--- src/rtl/mem_arb_pkg.sv ---
// Shared types and defaults for the unified-memory arbiter that serves
// the IF and MEM stages of the pipeline.
package mem_arb_pkg;

  typedef enum logic [1:0] {
    ST_IDLE  = 2'd0,
    ST_ISSUE = 2'd1,
    ST_WAIT  = 2'd2,
    ST_DONE  = 2'd3
  } arb_state_t;

  typedef enum logic [1:0] {
    OWN_NONE = 2'd0,
    OWN_I    = 2'd1,
    OWN_D    = 2'd2
  } arb_owner_t;

  localparam int unsigned STARVE_MAX_DEF = 4;

endpackage

--- src/rtl/mem_arbiter_if.sv ---
// Single-port memory request/response channel: valid/ready request,
// rvalid response (read data or write acknowledge).
interface mem_arbiter_if #(
  parameter int unsigned ADDR_W = 32,
  parameter int unsigned DATA_W = 32
);
  logic              m_valid;
  logic              m_we;
  logic [ADDR_W-1:0] m_addr;
  logic [DATA_W-1:0] m_wdata;
  logic [3:0]        m_strb;
  logic              m_ready;
  logic              m_rvalid;
  logic [DATA_W-1:0] m_rdata;

  modport master (
    output m_valid, m_we, m_addr, m_wdata, m_strb,
    input  m_ready, m_rvalid, m_rdata
  );

  modport slave (
    input  m_valid, m_we, m_addr, m_wdata, m_strb,
    output m_ready, m_rvalid, m_rdata
  );
endinterface

--- src/rtl/mem_arb_starve_ctr.sv ---
// Saturating count of data grants made while a fetch is waiting.
module mem_arb_starve_ctr #(
  parameter int unsigned MAX = 4
) (
  input  logic clk,
  input  logic rst,
  input  logic inc,
  input  logic clr,
  output logic at_max
);
  localparam int unsigned W = (MAX < 1) ? 1 : $clog2(MAX + 1);

  logic [W-1:0] cnt;

  always_ff @(posedge clk) begin
    if (rst || clr) begin
      cnt <= '0;
    end else if (inc && !at_max) begin
      cnt <= cnt + 1'b1;
    end
  end

  assign at_max = (cnt == W'(MAX));
endmodule

--- src/rtl/mem_arbiter.sv ---
// Arbitrates fetch and data requesters onto one memory port; data wins
// unless fetch has been passed over STARVE_MAX times in a row.
module mem_arbiter
  import mem_arb_pkg::*;
#(
  parameter int unsigned ADDR_W     = 32,
  parameter int unsigned DATA_W     = 32,
  parameter int unsigned STARVE_MAX = STARVE_MAX_DEF
) (
  input  logic              aclk,
  input  logic              areset,
  input  logic              if_req,
  input  logic [ADDR_W-1:0] if_addr,
  input  logic              if_flush,
  output logic              if_done,
  output logic [DATA_W-1:0] if_rdata,
  input  logic              d_req,
  input  logic              d_we,
  input  logic [ADDR_W-1:0] d_addr,
  input  logic [DATA_W-1:0] d_wdata,
  input  logic [3:0]        d_strb,
  output logic              d_done,
  output logic [DATA_W-1:0] d_rdata,
  mem_arbiter_if.master     mem
);
  arb_state_t        state;
  arb_owner_t        owner;
  logic              valid_q;
  logic              we_q;
  logic [ADDR_W-1:0] addr_q;
  logic [DATA_W-1:0] wdata_q;
  logic [3:0]        strb_q;
  logic              kill;
  logic              kill_now;
  logic              at_max;
  logic              grant_d;
  logic              grant_i;

  assign grant_d  = (state == ST_IDLE) && d_req && (!at_max || !if_req);
  assign grant_i  = (state == ST_IDLE) && !grant_d && if_req && !if_flush;
  // A flush in the same cycle as the response must still suppress the fetch.
  assign kill_now = kill || (if_flush && owner == OWN_I);

  mem_arb_starve_ctr #(.MAX(STARVE_MAX)) u_starve (
    .clk    (aclk),
    .rst    (areset),
    .inc    (grant_d && if_req),
    .clr    (grant_i || !if_req),
    .at_max (at_max)
  );

  always_ff @(posedge aclk) begin
    if (areset) begin
      state    <= ST_IDLE;
      owner    <= OWN_NONE;
      valid_q  <= 1'b0;
      we_q     <= 1'b0;
      addr_q   <= '0;
      wdata_q  <= '0;
      strb_q   <= '0;
      kill     <= 1'b0;
      if_done  <= 1'b0;
      d_done   <= 1'b0;
      if_rdata <= '0;
      d_rdata  <= '0;
    end else begin
      if_done <= 1'b0;
      d_done  <= 1'b0;
      unique case (state)
        ST_IDLE: begin
          kill <= 1'b0;
          if (grant_d) begin
            owner   <= OWN_D;
            we_q    <= d_we;
            addr_q  <= d_addr;
            wdata_q <= d_wdata;
            strb_q  <= d_strb;
            valid_q <= 1'b1;
            state   <= ST_ISSUE;
          end else if (grant_i) begin
            owner   <= OWN_I;
            we_q    <= 1'b0;
            addr_q  <= if_addr;
            wdata_q <= '0;
            strb_q  <= '0;
            valid_q <= 1'b1;
            state   <= ST_ISSUE;
          end
        end
        ST_ISSUE: begin
          if (kill_now) kill <= 1'b1;
          if (mem.m_ready) begin
            valid_q <= 1'b0;
            state   <= ST_WAIT;
          end
        end
        ST_WAIT: begin
          if (kill_now) kill <= 1'b1;
          if (mem.m_rvalid) begin
            state <= ST_DONE;
            if (owner == OWN_I && !kill_now) begin
              if_done  <= 1'b1;
              if_rdata <= mem.m_rdata;
            end
            if (owner == OWN_D) begin
              d_done <= 1'b1;
              if (!we_q) d_rdata <= mem.m_rdata;
            end
          end
        end
        ST_DONE: begin
          owner <= OWN_NONE;
          kill  <= 1'b0;
          state <= ST_IDLE;
        end
      endcase
    end
  end

  assign mem.m_valid = valid_q;
  assign mem.m_we    = we_q;
  assign mem.m_addr  = addr_q;
  assign mem.m_wdata = wdata_q;
  assign mem.m_strb  = strb_q;
endmodule
--- src/flat_wrapper.sv ---
// flat-port wrapper written by rule: the top's interface ports become plain ports
module mem_arbiter_flat import mem_arb_pkg::*;
#(
  parameter int unsigned ADDR_W     = 32,
  parameter int unsigned DATA_W     = 32,
  parameter int unsigned STARVE_MAX = STARVE_MAX_DEF
)
  (aclk, areset, if_req, if_addr, if_flush, if_done, if_rdata, d_req, d_we, d_addr, d_wdata, d_strb, d_done, d_rdata, mem_m_valid, mem_m_we, mem_m_addr, mem_m_wdata, mem_m_strb, mem_m_ready, mem_m_rvalid, mem_m_rdata);
  mem_arbiter_if #(.ADDR_W(ADDR_W), .DATA_W(DATA_W)) mem_i ();
  input  logic aclk;
  input  logic areset;
  input  logic if_req;
  input  logic [ADDR_W-1:0] if_addr;
  input  logic if_flush;
  output logic if_done;
  output logic [DATA_W-1:0] if_rdata;
  input  logic d_req;
  input  logic d_we;
  input  logic [ADDR_W-1:0] d_addr;
  input  logic [DATA_W-1:0] d_wdata;
  input  logic [3:0] d_strb;
  output logic d_done;
  output logic [DATA_W-1:0] d_rdata;
  output wire logic [$bits(mem_i.m_valid)-1:0] mem_m_valid;
  output wire logic [$bits(mem_i.m_we)-1:0] mem_m_we;
  output wire logic [$bits(mem_i.m_addr)-1:0] mem_m_addr;
  output wire logic [$bits(mem_i.m_wdata)-1:0] mem_m_wdata;
  output wire logic [$bits(mem_i.m_strb)-1:0] mem_m_strb;
  input wire logic [$bits(mem_i.m_ready)-1:0] mem_m_ready;
  input wire logic [$bits(mem_i.m_rvalid)-1:0] mem_m_rvalid;
  input wire logic [$bits(mem_i.m_rdata)-1:0] mem_m_rdata;
  assign mem_m_valid = mem_i.m_valid;
  assign mem_m_we = mem_i.m_we;
  assign mem_m_addr = mem_i.m_addr;
  assign mem_m_wdata = mem_i.m_wdata;
  assign mem_m_strb = mem_i.m_strb;
  assign mem_i.m_ready = mem_m_ready;
  assign mem_i.m_rvalid = mem_m_rvalid;
  assign mem_i.m_rdata = mem_m_rdata;
  mem_arbiter #(.ADDR_W(ADDR_W), .DATA_W(DATA_W), .STARVE_MAX(STARVE_MAX)) u_core (.aclk(aclk), .areset(areset), .if_req(if_req), .if_addr(if_addr), .if_flush(if_flush), .if_done(if_done), .if_rdata(if_rdata), .d_req(d_req), .d_we(d_we), .d_addr(d_addr), .d_wdata(d_wdata), .d_strb(d_strb), .d_done(d_done), .d_rdata(d_rdata), .mem(mem_i));
endmodule
--- config.mk ---
export PLATFORM = sky130hd
export DESIGN_NAME = mem_arbiter_flat
export DESIGN_NICKNAME = d
export VERILOG_FILES = /design/src/rtl/mem_arb_pkg.sv /design/src/rtl/mem_arbiter_if.sv /design/src/rtl/mem_arb_starve_ctr.sv /design/src/rtl/mem_arbiter.sv /design/src/flat_wrapper.sv
export SDC_FILE = /design/constraint.sdc
export NUM_CORES = 1
export LEC_CHECK = 0
export ABC_AREA = 1
export BUFFER_PORTS_ARGS = -buffer_cell sky130_fd_sc_hd__buf_2
export CAP_MARGIN = 40
export CORE_ASPECT_RATIO = 1.5
export CORE_UTILIZATION = 50
export DETAILED_ROUTE_END_ITERATION = 10
export PLACE_DENSITY = 0.95
export REMOVE_ABC_BUFFERS = 1
export SYNTH_ARGS = -nofsm -noshare
export SYNTH_HDL_FRONTEND = slang
export SYNTH_SLANG_ARGS = --single-unit
--- constraint.sdc ---
create_clock -name aclk -period 3.7 [get_ports aclk]
set_input_delay 0.925 -clock aclk [delete_from_list [all_inputs] [get_ports aclk]]
set_output_delay 0.925 -clock aclk [all_outputs]
set_load 0.005 [all_outputs]
======== Word level (Yosys, flattened, before mapping) ========
Cells that the tools add are included.
storage, ports and cells
  ROM bits ................................ 0
  bits in registers ....................... 144
  bits of input ports ..................... 140
  memories ................................ 0
  latch bits .............................. 0
  output and inout bits ................... 136
  memory bits (writable) .................. 0
  logic and storage cells ................. 81
operators by class
  mux-type cells .......................... 23
  div/mod/pow operators ................... 0
  shift-type cells ........................ 0
  add/subtract/negate cells ............... 1
  equality and inequality tests ........... 10
  magnitude comparators ................... 0
  bitwise gates (word level) .............. 3
  reduce and logical (&&, ||, !) cells .... 31
  multipliers ............................. 0
operators by type and width
  operator                                               count
  two-way mux 32 bit                                     4
  two-way mux 2 bit                                      5
  logical AND 1 bit                                      9
  AND reduction 3 bit                                    3
  two-way mux 1 bit                                      8
  two-way mux 4 bit                                      2
  case mux 2 bit (4 select lines)                        1
  equality test 2 bit, second input constant             3
  nonzero test 2 bit                                     3
  zero test 1 bit                                        5
  equality test 2 x 1 -> 1 bit, second input constant    2
  logical OR 1 bit                                       4
  inequality test 2 bit, second input constant           2
  case mux 1 bit (2 select lines)                        2
  case mux 2 bit (2 select lines)                        1
  AND reduction 2 bit                                    2
  AND reduction 4 bit                                    1
  OR reduction 2 bit                                     2
  adder 3 x 1 -> 3 bit, second input constant            1
  equality test 3 bit, second input constant             1
  inequality test 3 x 1 -> 1 bit, second input constant  1
  inverter 1 bit                                         3
  OR reduction 3 bit                                     1
  zero test 2 bit                                        1
  inequality test 2 x 1 -> 1 bit, second input constant  1

======== Logic depth before layout (Yosys ltp) ========
  word-level depth ........................ 11
  mapped depth ............................ 10
  depth with buffers taken out ............ 10

======== Modules after synthesis ========
From an unflattened synthesis, not the netlist that was laid out.
second synthesis, totals
  cell total of the unflattened synthesis .. 783
  area total of the unflattened synthesis .. 5746.8 µm²
modules (own cells, without submodules)
  module              cells an instance  instances  area each (µm²)  seq. area each (µm²)
  mem_arbiter         756                1          5571.6           2822.7
  mem_arb_starve_ctr  27                 1          175.2            60.1

======== Worst setup path after synthesis ========
OpenSTA, ideal clock, no wires.
  path kind ............................... input -> register
  start ................................... in if_req
  end ..................................... reg u_core.state[1]
  setup time .............................. 0.110 ns
  data required time ...................... 3.590 ns
  buffers on the path ..................... 1
  path slack .............................. 1.914 ns
  data arrival time ....................... 1.677 ns
  stages on the path ...................... 8
  path through ............................ buf_4 > nand3_1 > nand2_2 > nand3_1 > nand3_1 > nand2_1 > inv_1 > nor2_1
on the way
  word-level cells in the longest chain between the ends .. 9
  elaborated cells between the ends (all ways) .. 11
  classes of those cells .................. 1 x eq/ne; 2 x mux; 8 x reduce/logical
ends and longest elaborated chain
  what                                             line                source
  from (decl)                                      flat_wrapper.sv:12  input logic if_req;
  zero test 1 bit                                  mem_arbiter.sv:39   assign grant_d = (state == ST_IDLE) && d_req && (!at_max || !if_req);
  logical OR 1 bit                                 mem_arbiter.sv:39
  logical AND 1 bit                                mem_arbiter.sv:39
  zero test 1 bit                                  mem_arbiter.sv:40   assign grant_i = (state == ST_IDLE) && !grant_d && if_req && !if_flush;
  logical AND 1 bit (3 in a row)                   mem_arbiter.sv:40
  inequality test 3 x 1 -> 1 bit (no source line)  n/a
  AND reduction 3 bit (no source line)             n/a
  to (signal assigned)                             mem_arbiter.sv:54   state <= ST_IDLE;
  to (signal assigned)                             mem_arbiter.sv:79   state <= ST_ISSUE;
  to (signal assigned)                             mem_arbiter.sv:87   state <= ST_ISSUE;
  to (decl)                                        mem_arbiter.sv:26   arb_state_t state;
Several ways; a longest one is shown, not always the timed one.
A chain may end at the register's enable or synchronous reset.

======== Worst setup path after layout ========
  start ................................... reg u_core.state[0]
  end ..................................... reg u_core.addr_q[10] (netlist: u_core.mem.m_addr[10])
on the way
  word-level cells in the longest chain between the ends .. 9
  elaborated cells between the ends (all ways) .. 10
  classes of those cells .................. 1 x mux; 9 x reduce/logical
ends and longest elaborated chain
  what                                  line                                                     source
  zero test 2 bit *                     mem_arbiter.sv:39, mem_arbiter.sv:40, mem_arbiter.sv:69
  logical AND 1 bit (2 in a row)        mem_arbiter.sv:39
  zero test 1 bit                       mem_arbiter.sv:40
  logical AND 1 bit (3 in a row)        mem_arbiter.sv:40
  nonzero test 2 bit (no source line)   n/a
  AND reduction 2 bit (no source line)  n/a
  to (signal assigned)                  mem_arbiter.sv:75                                        addr_q <= d_addr;
  to (signal assigned)                  mem_arbiter.sv:83                                        addr_q <= if_addr;
  to (decl)                             mem_arbiter.sv:30                                        logic [ADDR_W-1:0] addr_q;
Every way passes the cells marked *; elsewhere a longest branch is shown, timed or not.

==> reports/qor.yml <==
setup_path:
  path_buf_inv: 4
  cpMaxStageDelayCell: "buf_4"
  critPathKind: "reg -> reg"
  crit_fanout: 77
  cp.required_ns: 4.03
  end_kind: "flip-flop"
  crit_path_max_incr_delay_ns: 0.64
  startpoint_type: "flip-flop"
  arrival_ns: 2.77
  cp_cell_sequence: "inv_1 > ha_1 > nand2_1 > clkinv_1 > nand2_4 > buf_4 > buf_4 > nand3_1 > a31oi_1"
  cp_top_family: "buffers and inverters"
  cp_common_cell: "buf_4"
power_and_ir_drop:
  p_switching_uw: 1520
  swShare_pct: 33.1
  pwr-share-clk_pct: 34.5
  finalPower_uw: 4600
  power_density_mw_per_mm2: 602
  p_int_uw: 3080
  power_leakage_uw: 0.00350
  vdd_drop_max_mv: 0.451
  pwr-share-comb_pct: 24.7
  seqPwrFrac_pct: 40.8
route:
  wl_mm: 16.5
  drt-initial-drc-count: 320
  drc_errors: 0
  post_drt_via_cell_ratio: 5.39
  first_pass_iters: 5
  post_drt_wl_per_cell_um: 14.7
  drt.antenna.violating_nets: 0
  num_vias: 6052
placement:
  dp_hpwl_mm: 11.5
  io_buffers: 275
  dp_cells: 1090
  gp_congestion: 0.823
  placed_area_mm2: 0.00709
final_layout:
  instances_no_fill: 1122
  drive_above_1_share_pct: 33.3
  n_antenna_cell: 0
  post-route-cell-area_mm2: 0.00764
  nFillCells: 878
  area_delta_synth_final_pct: 34.5
  fin_util_pct: 69.1
  nets: 1109
synth:
  syn_area_mm2: 0.00568
  synth_cell_types: 26
  synth-seq-cells: 144
  synth_cells: 717
  syn_area_per_cell_um2: 7.92
  ys_warn_count: 0
  yosysSeqAreaShare_pct: 50.7
hold_path:
  hold_class: "reg -> reg"
die:
  fp.dieH_um: 133
  rows: 47
  core-area_mm2: 0.0111
  ioPinCount: 276
  die_x_um: 89.0
  die-area_mm2: 0.0118
  initial_core_util_pct: 51.4
timing:
  fin_crit_ns: 2.44
  worst_pin_slew_ns: 0.884
  fmax_mhz: 409
  period_share_pct: 66.1
  setup_violations: 0
  relSlewSlack_pct: 41.1
  setup_tns_ns: 0
  drv_slew: 0
  finalClockSkew_ns: 0.0122
  rsz0062_at_grt: "false"
  hold_viol_final: 0
clock_tree:
  numCtsBuffers: 17
  hold_buffers: 0
  cts_root_buf: "clkbuf_16"
  htreeDepth: 4
  cts_sinks: 144
  cts_max_path_buffers: 2
  cts_resized: 0
  clk-insertion-delay-late_ns: 0.41
  path_clk_slew_ns: 0.07
  cts_setup_buffers: 0
  cts_tree: "built"
grt:
  gr-total-overflow: 0
  grt_pass1_vias: 5604
  antenna_found_initial: 0
  grt_max_degree: 99
  track_usage_pct: 27.1
  grt_pass1_wl_mm: 25.2
status:
  status: "completed"
flow_run:
  drv_cap: 0
[layout by cell type, fill, tap and decap left out, drive strengths merged, types with 17 or more instances in the layout]
cell,count
a21oi,77
a31oi,30
buf,286
clkbuf,17
dfxtp,144
inv,26
nand2,125
nand3,113
nand3b,30
nor2,72
o21ai,34
[cells in the mapped netlist, drive strengths merged]
cell / instances / area [um^2]
nand3: 113 / 571
nor3: 1 / 5.00
nor2: 72 / 273
nand3b: 30 / 225
o21ai: 34 / 170
a21oi: 77 / 385
inv: 17 / 63.8
nand2: 125 / 474
clkbuf: 21 / 78.8
ha: 7 / 87.6
o21bai: 1 / 11.3
clkinv: 2 / 8.75
xor2: 2 / 17.5
a31oi: 30 / 188
dfxtp: 144 / 2880
buf: 39 / 228
nor4: 1 / 6.26
nand4: 1 / 6.26
[worst reg2reg max path: stages, from the launching register on]
cell	delay, ns
dfxtp_1	0.37
inv_1	0.11
ha_1	0.30
nand2_1	0.09
clkinv_1	0.10
nand2_4	0.09
buf_4	0.27
buf_4	0.65
nand3_1	0.19
a31oi_1	0.19
[power by group through the flow]
stage	Combinational (uW)	Sequential [uW]	Clock (uW)
3_3_place_gp	1090	1900	0
5_1_grt	1270	1900	1670
6_report	1140	1880	1590
3_5_place_dp	1140	1900	0
4_1_cts	1140	1880	1610
2_1_floorplan	605	1920	0
[final timing paths]
kind                                     startpoint               endpoint  slack, ns  cells past startpoint
worst max register to register      u_core.state[0]  u_core.mem.m_addr[10]       1.26                      9
worst max-delay path                u_core.state[0]  u_core.mem.m_addr[10]       1.26                      9
worst min register to register  u_core.if_rdata[17]    u_core.if_rdata[17]       0.46                      2
worst min-delay path            u_core.if_rdata[17]    u_core.if_rdata[17]       0.46                      2
[sequential cells by signal (all words and copies together) (netlist names), 2 cells and up]
| signal | count |
|---|---|
| u_core.d_rdata | 32 |
| u_core.mem.m_addr | 32 |
| u_core.mem.m_wdata | 32 |
| u_core.mem.m_strb | 4 |
| u_core.if_rdata | 32 |
| u_core.u_starve.cnt | 3 |
| u_core.state | 2 |
| u_core.owner | 2 |
[per-layer routing]
| layer | up-vias | global-route usage [%] | part of all wire (%) | routed length (um) |
|---|---|---|---|---|
| li1 | 2913 | - | - | - |
| met1 | 2766 | 28.0 | 36 | 6010 |
| met2 | 331 | 47.9 | 51 | 8430 |
| met3 | 42 | 8.42 | 9.1 | 1510 |
| met4 | 0 | 13.9 | 3.3 | 544 |
| met5 | - | 0 | 0 | 0 |
[layout make-up]
cell class / count / area (um^2) / area share (%)
clock buffer: 17 / 425 / 5.57
clock inverter: 15 / 123 / 1.60
inverter: 19 / 72.6 / 0.950
multi-input combinational: 494 / 2430 / 31.8
sequential: 144 / 2880 / 37.7
tap: 147 / 184 / 2.41
timing repair buffer: 286 / 1520 / 19.9
[through the flow]
stage	hold WS, ns	setup WS [ns]
2_1_floorplan	0.433	0.198
3_3_place_gp	0.427	1.02
3_5_place_dp	0.449	0.996
4_1_cts	0.459	1.26
5_1_grt	0.477	1.05
6_report	0.459	1.26
[cell families after synthesis]
group | count (synthesis) | synth area share (%)
compound gates | 142 | 13.3
xor+xnor | 2 | 0.308
fa+ha+maj | 7 | 1.54
buf+inv | 79 | 6.67
flops | 144 | 50.7
simple gates | 343 | 27.5
Power figures use the tool's default switching activity.
